===== src/rtl/uart_pkg.sv =====
// uart_pkg: receiver state encoding and baud-divisor helper shared by the UART stages.
package uart_pkg;
  typedef enum logic [2:0] {WAIT_HIGH, IDLE, START, DATA, PARITY, STOP} state_e;
  function automatic int clks_per_bit(input int clk_hz, input int baud);
    return (clk_hz + baud / 2) / baud;
  endfunction
endpackage


===== src/rtl/sync2.sv =====
// sync2: two-flop synchronizer for an asynchronous input, reset value selectable.
module sync2 #(
  parameter bit RST_VAL = 1'b0
) (
  input  logic clk,
  input  logic rst,
  input  logic d,
  output logic q
);
  logic [1:0] ff_d, ff_q;
  always_comb ff_d = rst ? {2{RST_VAL}} : {ff_q[0], d};
  always_ff @(posedge clk) ff_q <= ff_d;
  assign q = ff_q[1];
endmodule


===== src/rtl/uart_rx.sv =====
// uart_rx: 8N1 serial receiver with one-cycle valid/error pulses.
// Define UART_RX_PARITY_EN to add a parity bit (sense from PARITY_ODD) before the stop bit.
module uart_rx
  import uart_pkg::*;
#(
  parameter int CLK_HZ     = 12_000_000,
  parameter int BAUD       = 115200,
  parameter bit PARITY_ODD = 1'b0
) (
  input  logic       clk,
  input  logic       rst,
  input  logic       rx,
  output logic       rx_valid,
  output logic [7:0] rx_data,
  output logic       frame_err,
  output logic       parity_err
);
  localparam int CLKS_PER_BIT = clks_per_bit(CLK_HZ, BAUD);
  localparam int HALF = CLKS_PER_BIT / 2;
  localparam int CW = $clog2(CLKS_PER_BIT);
  if (CLKS_PER_BIT < 4) begin : g_chk
    $error("uart_rx: CLKS_PER_BIT must be at least 4");
  end
  logic rxs;
  sync2 #(.RST_VAL(1'b1)) u_sync (.clk(clk), .rst(rst), .d(rx), .q(rxs));
  state_e         state_d, state_q;
  logic [CW-1:0]  cnt_d, cnt_q;
  logic [2:0]     idx_d, idx_q;
  logic [7:0]     shift_d, shift_q, data_d, data_q;
  logic           valid_d, valid_q, ferr_d, ferr_q;
  logic           tick, par_ok;
`ifdef UART_RX_PARITY_EN
  localparam state_e LAST = PARITY;
  logic par_d, par_q, perr_d, perr_q;
  assign par_ok = ((^shift_q) ^ par_q) == PARITY_ODD;
  assign parity_err = perr_q;
`else
  localparam state_e LAST = STOP;
  logic unused_cfg;
  assign unused_cfg = PARITY_ODD;
  assign par_ok = 1'b1;
  assign parity_err = 1'b0;
`endif
  assign tick = cnt_q == '0;
  always_comb begin
    state_d = state_q;
    cnt_d = tick ? cnt_q : cnt_q - CW'(1);
    idx_d = idx_q;
    shift_d = shift_q;
    data_d = data_q;
    valid_d = 1'b0;
    ferr_d = 1'b0;
`ifdef UART_RX_PARITY_EN
    par_d = par_q;
    perr_d = 1'b0;
`endif
    case (state_q)
      WAIT_HIGH: state_d = rxs ? IDLE : WAIT_HIGH;
      IDLE: if (!rxs) begin
        state_d = START;
        cnt_d = CW'(HALF - 1);
      end
      START: if (tick) begin
        state_d = rxs ? IDLE : DATA;
        cnt_d = CW'(CLKS_PER_BIT - 1);
        idx_d = '0;
      end
      DATA: if (tick) begin
        shift_d = {rxs, shift_q[7:1]};
        cnt_d = CW'(CLKS_PER_BIT - 1);
        idx_d = idx_q + 3'd1;
        state_d = (idx_q == 3'd7) ? LAST : DATA;
      end
`ifdef UART_RX_PARITY_EN
      PARITY: if (tick) begin
        par_d = rxs;
        cnt_d = CW'(CLKS_PER_BIT - 1);
        state_d = STOP;
      end
`endif
      // Returning to IDLE mid-stop-bit lets a back-to-back start edge be caught.
      STOP: if (tick) begin
        valid_d = rxs && par_ok;
        data_d = (rxs && par_ok) ? shift_q : data_q;
        ferr_d = !rxs;
`ifdef UART_RX_PARITY_EN
        perr_d = !par_ok;
`endif
        state_d = rxs ? IDLE : WAIT_HIGH;
      end
      default: state_d = WAIT_HIGH;
    endcase
  end
  always_ff @(posedge clk) begin
    if (rst) begin
      state_q <= WAIT_HIGH;
      cnt_q <= '0;
      idx_q <= '0;
      shift_q <= '0;
      data_q <= '0;
      valid_q <= 1'b0;
      ferr_q <= 1'b0;
    end else begin
      state_q <= state_d;
      cnt_q <= cnt_d;
      idx_q <= idx_d;
      shift_q <= shift_d;
      data_q <= data_d;
      valid_q <= valid_d;
      ferr_q <= ferr_d;
    end
  end
`ifdef UART_RX_PARITY_EN
  always_ff @(posedge clk) begin
    if (rst) begin
      par_q <= 1'b0;
      perr_q <= 1'b0;
    end else begin
      par_q <= par_d;
      perr_q <= perr_d;
    end
  end
`endif
  assign rx_valid = valid_q;
  assign rx_data = data_q;
  assign frame_err = ferr_q;
endmodule


===== config.mk =====
export PLATFORM = sky130hd
export DESIGN_NAME = uart_rx
export DESIGN_NICKNAME = d
export VERILOG_FILES = /design/src/rtl/uart_pkg.sv /design/src/rtl/sync2.sv /design/src/rtl/uart_rx.sv
export SDC_FILE = /design/constraint.sdc
export NUM_CORES = 1
export LEC_CHECK = 0
export BUFFER_PORTS_ARGS = -buffer_cell sky130_fd_sc_hd__buf_2
export CAP_MARGIN = 15
export CORE_UTILIZATION = 50
export DETAILED_ROUTE_END_ITERATION = 16
export GPL_TIMING_DRIVEN = 0
export PLACE_DENSITY = 0.66
export SKIP_CTS_REPAIR_TIMING = 1
export SYNTH_ARGS = -nofsm -noshare
export SYNTH_HDL_FRONTEND = slang
export SYNTH_SLANG_ARGS = --single-unit

===== constraint.sdc =====
create_clock -name clk -period 2.3 [get_ports clk]
set_input_delay 0.115 -clock clk [delete_from_list [all_inputs] [get_ports clk]]
set_output_delay 0.115 -clock clk [all_outputs]
set_load 0.02 [all_outputs]

==> results.json, run 1 <==
{
  "clkTransAtPathRegs_ps": 100,
  "viasPerCell": 5.30,
  "r2r_start": "cnt_q[0]$_SDFF_PP0_",
  "synth_top_cell_area_share_pct": 47.8,
  "hold_violations": 0,
  "grt_start_max_net_pins": 11,
  "hold_end": "frame_err$_SDFF_PP0_",
  "ys_async_sr_fraction_pct": 0,
  "hold_depth": 3,
  "grtUsageTotal_pct": 19.1,
  "powerDensity_nw_per_um2": 1010,
  "rrSetupSlack_ps": 240,
  "fp.dieW_um": 54.6,
  "std_cell_rows": 18,
  "htree_levels": 2,
  "wirelength_um": 2370,
  "nets": 171,
  "layout-drive-gt1-share_pct": 19.4,
  "cts_buffers": 5,
  "dp_hpwl_um": 1660,
  "die_h_um": 54.6,
  "ant_nets": 0,
  "fin_tns_setup_ps": 0,
  "synth.largest_area_cell": "dfxtp_1",
  "synth-seq-cells": 33,
  "cp.arrival_ps": 2270,
  "reg2regPathDepth": 9,
  "drv_slew": 0,
  "grt_pass1_vias": 806,
  "cp-start-kind": "flop",
  "cts_sinks": 33,
  "end_kind": "flop",
  "syn_area_per_cell_um2": 9.59,
  "grt_antenna_before_repair": 0,
  "portBuffers": 12,
  "synthToLayoutAreaGrowth_pct": 12.9,
  "dieArea_um2": 2980,
  "drc": 0,
  "path_class": "flop to flop",
  "yosysWarnings": 0,
  "antennaDiodeCount": 0,
  "ir_worst_vdd_mv": 0.732,
  "hp-start": "rst",
  "gp_congestion": 0.795,
  "rsz0062_at_grt": "false",
  "yosysSeqAreaShare_pct": 47.8,
  "finalCritPeriodShare_pct": 89.7,
  "setup_violations": 0,
  "synth_area_leaders": "dfxtp_1 48%, mux2i_1 12%, nor2_1 6.0%, ha_1 3.6%, a21oi_1 2.9%",
  "routedWlPerCell_um": 12.1,
  "synth_area_um2": 1380,
  "drtIter0Drc": 12,
  "initial_core_util_pct": 54.3,
  "synth.distinct_cells": 36,
  "syn_nets": 151,
  "clockBufferDepth": 2,
  "hp-class": "input port to flop",
  "cap_violations": 0,
  "synth_common_cells": "33 x dfxtp_1, 22 x nor2_1, 16 x mux2i_1",
  "fin_crit_ps": 2060,
  "finClkSkew_ps": 4.58,
  "critPathMaxFanout": 8,
  "firstDrtPassIters": 4,
  "power.static_leakage_uw": 0.000753,
  "status": "finished, final reports clean",
  "ys.flop_type": "dfxtp_1",
  "max_freq_ghz": 0.485,
  "num_vias": 1033,
  "utilization_pct": 61.3,
  "core-area_um2": 2540,
  "r2r_end": "cnt_q[0]$_SDFF_PP0_",
  "tritoncts": "yes",
  "grt_pass1_wl_um": 3730,
  "clk_latency_ps": 330,
  "required_ps": 2510,
  "overflow": 0,
  "synth_edf_count": 0,
  "netlist_instances": 144,
  "io_pins": 14,
  "synth_most_common_cell": "dfxtp_1",
  "power_uw": 1570,
  "root_buffer": "clkbuf_4"
}
report_power, final:
part | switching (uW) | internal (uW) | total (uW) | leakage [uW]
clock | 192 | 177 | 369 | 0.0000413
combinational | 271 | 227 | 499 | 0.000444
sequential | 73.4 | 631 | 705 | 0.000268
total | 537 | 1040 | 1570 | 0.000753
kinds of logic after synthesis:
kind of cell	share of synthesized area (%)
AO/OA/AOI/OAI	7.52
XOR/XNOR	1.90
adder cells (fa/ha/maj)	3.62
buffers and inverters	3.62
flip-flops	47.8
multiplexers	12.4
other	0.271
AND/OR/NAND/NOR	22.8
worst max-delay path, stage by stage, from the launching register on:
cell and delay, ps:
dfxtp_1 360, inv_1 70, ha_1 180, nor3b_4 370, and2_1 180, buf_4 160
inv_2 90, ha_1 270, o21ai_0 160, a21oi_1 90
state kept, by name, indices dropped and copies added, names as in the netlist:
register	cells
rx_valid	1
shift_q	8
state_q	3
rx_data	8
cnt_q	7
frame_err	1
idx_q	3
u_sync.ff_q	2
worst max path at each step:
stage	start	to	slack, ps	cells after the start
after floorplan	cnt_q[0]$_SDFF_PP0_	cnt_q[0]$_SDFF_PP0_	470	9
after global placement	cnt_q[0]$_SDFF_PP0_	cnt_q[0]$_SDFF_PP0_	280	9
after detailed placement	cnt_q[0]$_SDFF_PP0_	cnt_q[0]$_SDFF_PP0_	230	9
after CTS	cnt_q[0]$_SDFF_PP0_	cnt_q[0]$_SDFF_PP0_	210	9
after global routing	cnt_q[0]$_SDFF_PP0_	cnt_q[0]$_SDFF_PP0_	40	9
final	cnt_q[0]$_SDFF_PP0_	cnt_q[0]$_SDFF_PP0_	240	9
metal layers:
metal | wire length, um | up-vias | track usage (%)
li1 | - | 542 | -
met1 | 1180 | 470 | 24.2
met2 | 1040 | 15 | 26.2
met3 | 86 | 6 | 8.33
met4 | 54 | 0 | 11.5
met5 | 0 | - | 0
final cells by class:
cell class                 count  area [um2]
sequential                    33         661
tap                           30        37.5
inverter                       4        15.0
clock buffer                   7        65.1
multi-input combinational    100         671
fill                         231         986
timing repair buffer          13        70.1
buffer                         7        35.0
clock inverter                 1        5.00
cell usage in the layout, fill, tap and decap left out, types with 3 or more instances in the layout:
cell type | synthesis | routed
a21oi_1 | 8 | 8
clkbuf_1 | 4 | 4
nand2b_1 | 4 | 4
o21ai_0 | 4 | 4
nor2_1 | 22 | 22
buf_2 | 1 | 13
inv_1 | 3 | 3
nor3_1 | 3 | 3
nand2_1 | 7 | 7
mux2i_1 | 16 | 16
nor4_1 | 3 | 3
ha_1 | 4 | 4
clkbuf_4 | 0 | 5
dfxtp_1 | 33 | 33
per-stage QoR:
stage	area (um2)	cells	hold slack (ps)	setup slack [ps]
finish	1560	195	88.8	237
global route	1560	195	75.3	38.6
CTS	1550	194	-60.8	209
detailed placement	1480	186	302	229
global placement	1480	186	299	278
floorplan	1380	144	219	469
Power figures use the tool's default switching activity.
==> inputs of run 2 (changes only) <==
CORE_UTILIZATION = 35   (was 50)
GPL_ROUTABILITY_DRIVEN = 0   (was unset)
PLACE_DENSITY = 0.49   (was 0.66)
==> run 2 against run 1 <==
  * Worst setup slack worse by 13 ps
  * Critical endpoint unchanged
  * Global-route usage is 5.0 points lower
  * First-iteration DRC count grew to 4.3 times the previous value
  * Utilization is 18 points lower
==> results.json, run 2 (synthesized netlist as in run 1, its figures left out) <==
{
  "cts_sinks": 33,
  "die_h_um": 64.8,
  "required_ps": 2450,
  "dp_hpwl_um": 1780,
  "portBuffers": 12,
  "power.static_leakage_uw": 0.000744,
  "power_uw": 1640,
  "dieArea_um2": 4200,
  "cp-start-kind": "flop",
  "core-area_um2": 3720,
  "grt_antenna_before_repair": 0,
  "hold_violations": 0,
  "root_buffer": "clkbuf_8",
  "end_kind": "flop",
  "antennaDiodeCount": 0,
  "grt_pass1_wl_um": 4320,
  "routedWlPerCell_um": 11.9,
  "clockBufferDepth": 2,
  "max_freq_ghz": 0.482,
  "clkTransAtPathRegs_ps": 70,
  "cp_common_cell": "ha_1",
  "final_cell_mix": "33 x dfxtp_1, 22 x nor2_1, 16 x mux2i_1",
  "clk_latency_ps": 280,
  "cpPeakStageDelay_ps": 400,
  "overflow": 0,
  "grtUsageTotal_pct": 14.1,
  "finClkSkew_ps": 7.99,
  "io_pins": 14,
  "ant_nets": 0,
  "cts_buffers": 5,
  "cap_violations": 0,
  "grt_pass1_vias": 959,
  "cp.arrival_ps": 2230,
  "ir_worst_vdd_mv": 0.398,
  "tritoncts": "yes",
  "powerDensity_nw_per_um2": 1030,
  "htree_levels": 2,
  "fin_crit_ps": 2080,
  "path_cells": "inv_1 > ha_1 > nor3b_4 > and2_1 > buf_4 > inv_2 > ha_1 > o21ai_0 > a21oi_1",
  "status": "finished, final reports clean",
  "wirelength_um": 2530,
  "firstDrtPassIters": 4,
  "finalCritPeriodShare_pct": 90.3,
  "drc": 0,
  "grt_start_max_net_pins": 13,
  "drv_slew": 0,
  "rsz0062_at_grt": "false",
  "nets": 170,
  "path_class": "flop to flop",
  "layout-drive-gt1-share_pct": 19.5,
  "initial_core_util_pct": 37.2,
  "synthToLayoutAreaGrowth_pct": 15.3,
  "num_vias": 1049,
  "std_cell_rows": 22,
  "viasPerCell": 4.95,
  "drtIter0Drc": 51,
  "fin_tns_setup_ps": 0,
  "crit_slowest_cell": "nor3b_4",
  "setup_violations": 0,
  "fp.dieW_um": 64.8,
  "final_common_cell": "dfxtp_1",
  "critPathMaxFanout": 8,
  "hp-class": "input port to flop"
}
-- run 2: changes by cell type in the layout (fill, tap and decap cells not counted), sizes merged --
cell / change
dlygate4sd3: -1
clkinvlp: +3
clkbuf: -2
clkinv: -1
-- run 2: final cells by class --
class | count | area [um2]
sequential | 33 | 661
multi-input combinational | 100 | 671
timing repair buffer | 12 | 60.1
fill | 370 | 2120
tap | 48 | 60.1
clock buffer | 5 | 68.8
inverter | 4 | 15.0
buffer | 7 | 35.0
clock inverter | 3 | 22.5
-- run 2: per-layer routing --
| metal | vias up | GRT usage (%) | wire length [um] |
|---|---|---|---|
| met2 | 25 | 22.8 | 1180 |
| met5 | - | 0 | 0 |
| met1 | 486 | 16.3 | 1220 |
| li1 | 536 | - | - |
| met4 | 0 | 7.50 | 17 |
| met3 | 2 | 4.75 | 112 |
-- run 2: path summary, 6_finish.rpt --
kind                                           startpoint                         to  slack, ps  depth (start not counted)
worst min register to register  u_sync.ff_q[0]$_SDFF_PP1_  u_sync.ff_q[1]$_SDFF_PP1_        410                          1
worst min-delay path                                   rx  u_sync.ff_q[0]$_SDFF_PP1_         20                          2
worst max-delay path                  cnt_q[0]$_SDFF_PP0_        cnt_q[0]$_SDFF_PP0_        220                          9
worst max register to register        cnt_q[0]$_SDFF_PP0_        cnt_q[0]$_SDFF_PP0_        220                          9
-- run 2: critical path, delay by kind of cell, from the launching register on --
family          cells  cell delay [ps]
fa+ha+maj           2              450
compound gates      2              230
simple gates        2              590
flops               1              350
buf+inv             3              320
-- run 2: stage by stage --
step | area, um2 | setup slack, ps | hold slack [ps] | util [%] | cells
2_1_floorplan | 1380 | 469 | 219 | - | 144
5_1_grt | 1590 | 29.0 | 20.3 | 42.9 | 212
4_1_cts | 1590 | 200 | 7.62 | 42.9 | 212
6_report | 1590 | 224 | 17.1 | 42.9 | 212
3_5_place_dp | 1500 | 208 | 306 | 40.4 | 204
3_3_place_gp | 1500 | 278 | 302 | 40.4 | 204
-- run 2: report_power, final --
group          leakage, uW  internal [uW]  switching, uW
clock network    0.0000364            212            217
logic             0.000440            227            282
registers         0.000268            631           72.7
total             0.000744           1070            572
==> inputs of run 3 (changes only) <==
--- a/config.mk
+++ b/config.mk
@@ -12,5 +12,5 @@
 export GPL_ROUTABILITY_DRIVEN = 0
 export GPL_TIMING_DRIVEN = 0
-export PLACE_DENSITY = 0.49
+export PLACE_DENSITY = 0.51
 export SKIP_CTS_REPAIR_TIMING = 1
 export SYNTH_ARGS = -nofsm -noshare
==> constraint.sdc (replaced) <==
create_clock -name clk -period 1.8 [get_ports clk]
set_input_delay 0 -clock clk [delete_from_list [all_inputs] [get_ports clk]]
set_output_delay 0 -clock clk [all_outputs]
set_load 0.02 [all_outputs]
==> run 3 against run 2 <==
  * Hold slack improved by 33 ps
  * Critical path type unchanged
  * Critical endpoint is now idx_q[0]$_SDFFE_PP0P_
  * Die area did not move
  * Power rose by 59%
  * Largest power group is now combinational cells
  * Design area rose by 8.8%
==> results.json, run 3 (synthesized netlist as in run 1, its figures left out) <==
{
  "nets": 177,
  "std_cell_rows": 22,
  "fin_crit_ps": 1770,
  "cp.arrival_ps": 1990,
  "drtIter0Drc": 24,
  "tightest_slew_ps": 548,
  "layout-drive-gt1-share_pct": 25.1,
  "cts_buffers": 5,
  "max_freq_ghz": 0.566,
  "grt_pass1_wl_um": 4570,
  "hp-class": "input port to flop",
  "fillers": 357,
  "final_cell_mix": "31 x dfxtp_1, 22 x nor2_1, 16 x mux2i_1",
  "grt_start_max_net_pins": 12,
  "cp-start-kind": "flop",
  "busiest_layer": "met2",
  "wirelength_um": 2640,
  "die_h_um": 64.8,
  "end_kind": "flop",
  "antennaDiodeCount": 0,
  "powerDensity_nw_per_um2": 1510,
  "cap_violations": 0,
  "ant_nets": 0,
  "hold_violations": 0,
  "grt_pass1_vias": 954,
  "status": "finished, final reports clean",
  "synthToLayoutAreaGrowth_pct": 25.5,
  "drc": 0,
  "grt_antenna_before_repair": 0,
  "relSlewSlack_pct": 63.2,
  "clkTransAtPathRegs_ps": 70,
  "num_vias": 1046,
  "use_met3_pct": 5.46,
  "fp.dieW_um": 64.8,
  "dieArea_um2": 4200,
  "portBuffers": 12,
  "setup_slack_ps": 32.8,
  "io_pins": 14,
  "overflow": 0,
  "routedWlPerCell_um": 12.1,
  "rsz0062_at_grt": "true",
  "required_ps": 2020,
  "initial_core_util_pct": 37.2,
  "htree_levels": 2,
  "grtUsageTotal_pct": 15.0,
  "met1_usage_pct": 18.4,
  "drv_slew": 0,
  "firstDrtPassIters": 4,
  "clockBufferDepth": 2,
  "grtUsageMet2_pct": 22.5,
  "cts_sinks": 33,
  "path_class": "flop to flop",
  "finalCritPeriodShare_pct": 98.2,
  "utilization_pct": 46.6,
  "core-area_um2": 3720,
  "clk_latency_ps": 280,
  "finClkSkew_ps": 6.72,
  "power.static_leakage_uw": 0.000813,
  "post-place-ws_ps": -188,
  "tritoncts": "yes",
  "critPathMaxFanout": 6,
  "setup_violations": 0,
  "ir_worst_vdd_mv": 0.580,
  "viasPerCell": 4.78,
  "root_buffer": "clkbuf_8",
  "dp_hpwl_um": 1780,
  "final_common_cell": "dfxtp_1"
}
run 3: changes by cell type in the layout (fill, tap and decap cells not counted), moves of 2 or more:
cell | previous run | this run
buf_4 | 2 | 6
clkinvlp_4 | 3 | 0
buf_6 | 0 | 2
bufinv_16 | 0 | 2
dfxtp_1 | 33 | 31
dfxtp_4 | 0 | 2
run 3: power breakdown:
| group | switching, uW | leakage [uW] | internal (uW) |
|---|---|---|---|
| clock | 262 | 0.0000681 | 550 |
| sequential | 83.1 | 0.000269 | 818 |
| combinational | 445 | 0.000475 | 459 |
| total | 790 | 0.000813 | 1830 |
run 3: path summary, 6_finish.rpt:
path / start / endpoint / slack [ps] / cells past startpoint
setup / recovery: cnt_q[1]$_SDFF_PP0_ / idx_q[0]$_SDFFE_PP0P_ / 30 / 7
hold / removal: rst / frame_err$_SDFF_PP0_ / 50 / 3
hold reg to reg: u_sync.ff_q[0]$_SDFF_PP1_ / u_sync.ff_q[1]$_SDFF_PP1_ / 410 / 1
setup reg to reg: cnt_q[1]$_SDFF_PP0_ / idx_q[0]$_SDFFE_PP0P_ / 30 / 7
run 3: metal layers:
metal	routed length (um)	vias to the layer above
met1	1230	475
li1	-	550
met5	0	-
met4	26	0
met3	101	4
met2	1280	17
run 3: area by class of cell:
type	instances	area [um2]	area share, %
clock inverters	3	65.1	3.75
multi-input cells	100	696	40.1
well taps	48	60.1	3.47
flip-flops and latches	33	668	38.6
clock buffers	5	68.8	3.97
inverters	4	17.5	1.01
repair buffers	20	130	7.51
plain buffers	6	27.5	1.59
run 3: per-stage QoR:
step | instances | cell area, um2 | setup TNS (ps) | hold slack (ps) | power, uW
finish | 219 | 1730 | 0 | 49.9 | 2620
global placement | 204 | 1510 | -457 | 186 | 1570
global route | 219 | 1730 | -153 | 82.5 | 2800
detailed placement | 204 | 1510 | -519 | 195 | 1580
floorplan | 144 | 1390 | 0 | 104 | 1460
CTS | 212 | 1640 | -702 | -103 | 2410
run 3: critical path, stage by stage (launching register included):
cell,delay (ps)
dfxtp_4,340
inv_1,50
ha_2,180
nor3b_4,310
buf_6,160
nand3_2,130
or3b_1,400
a21oi_1,120
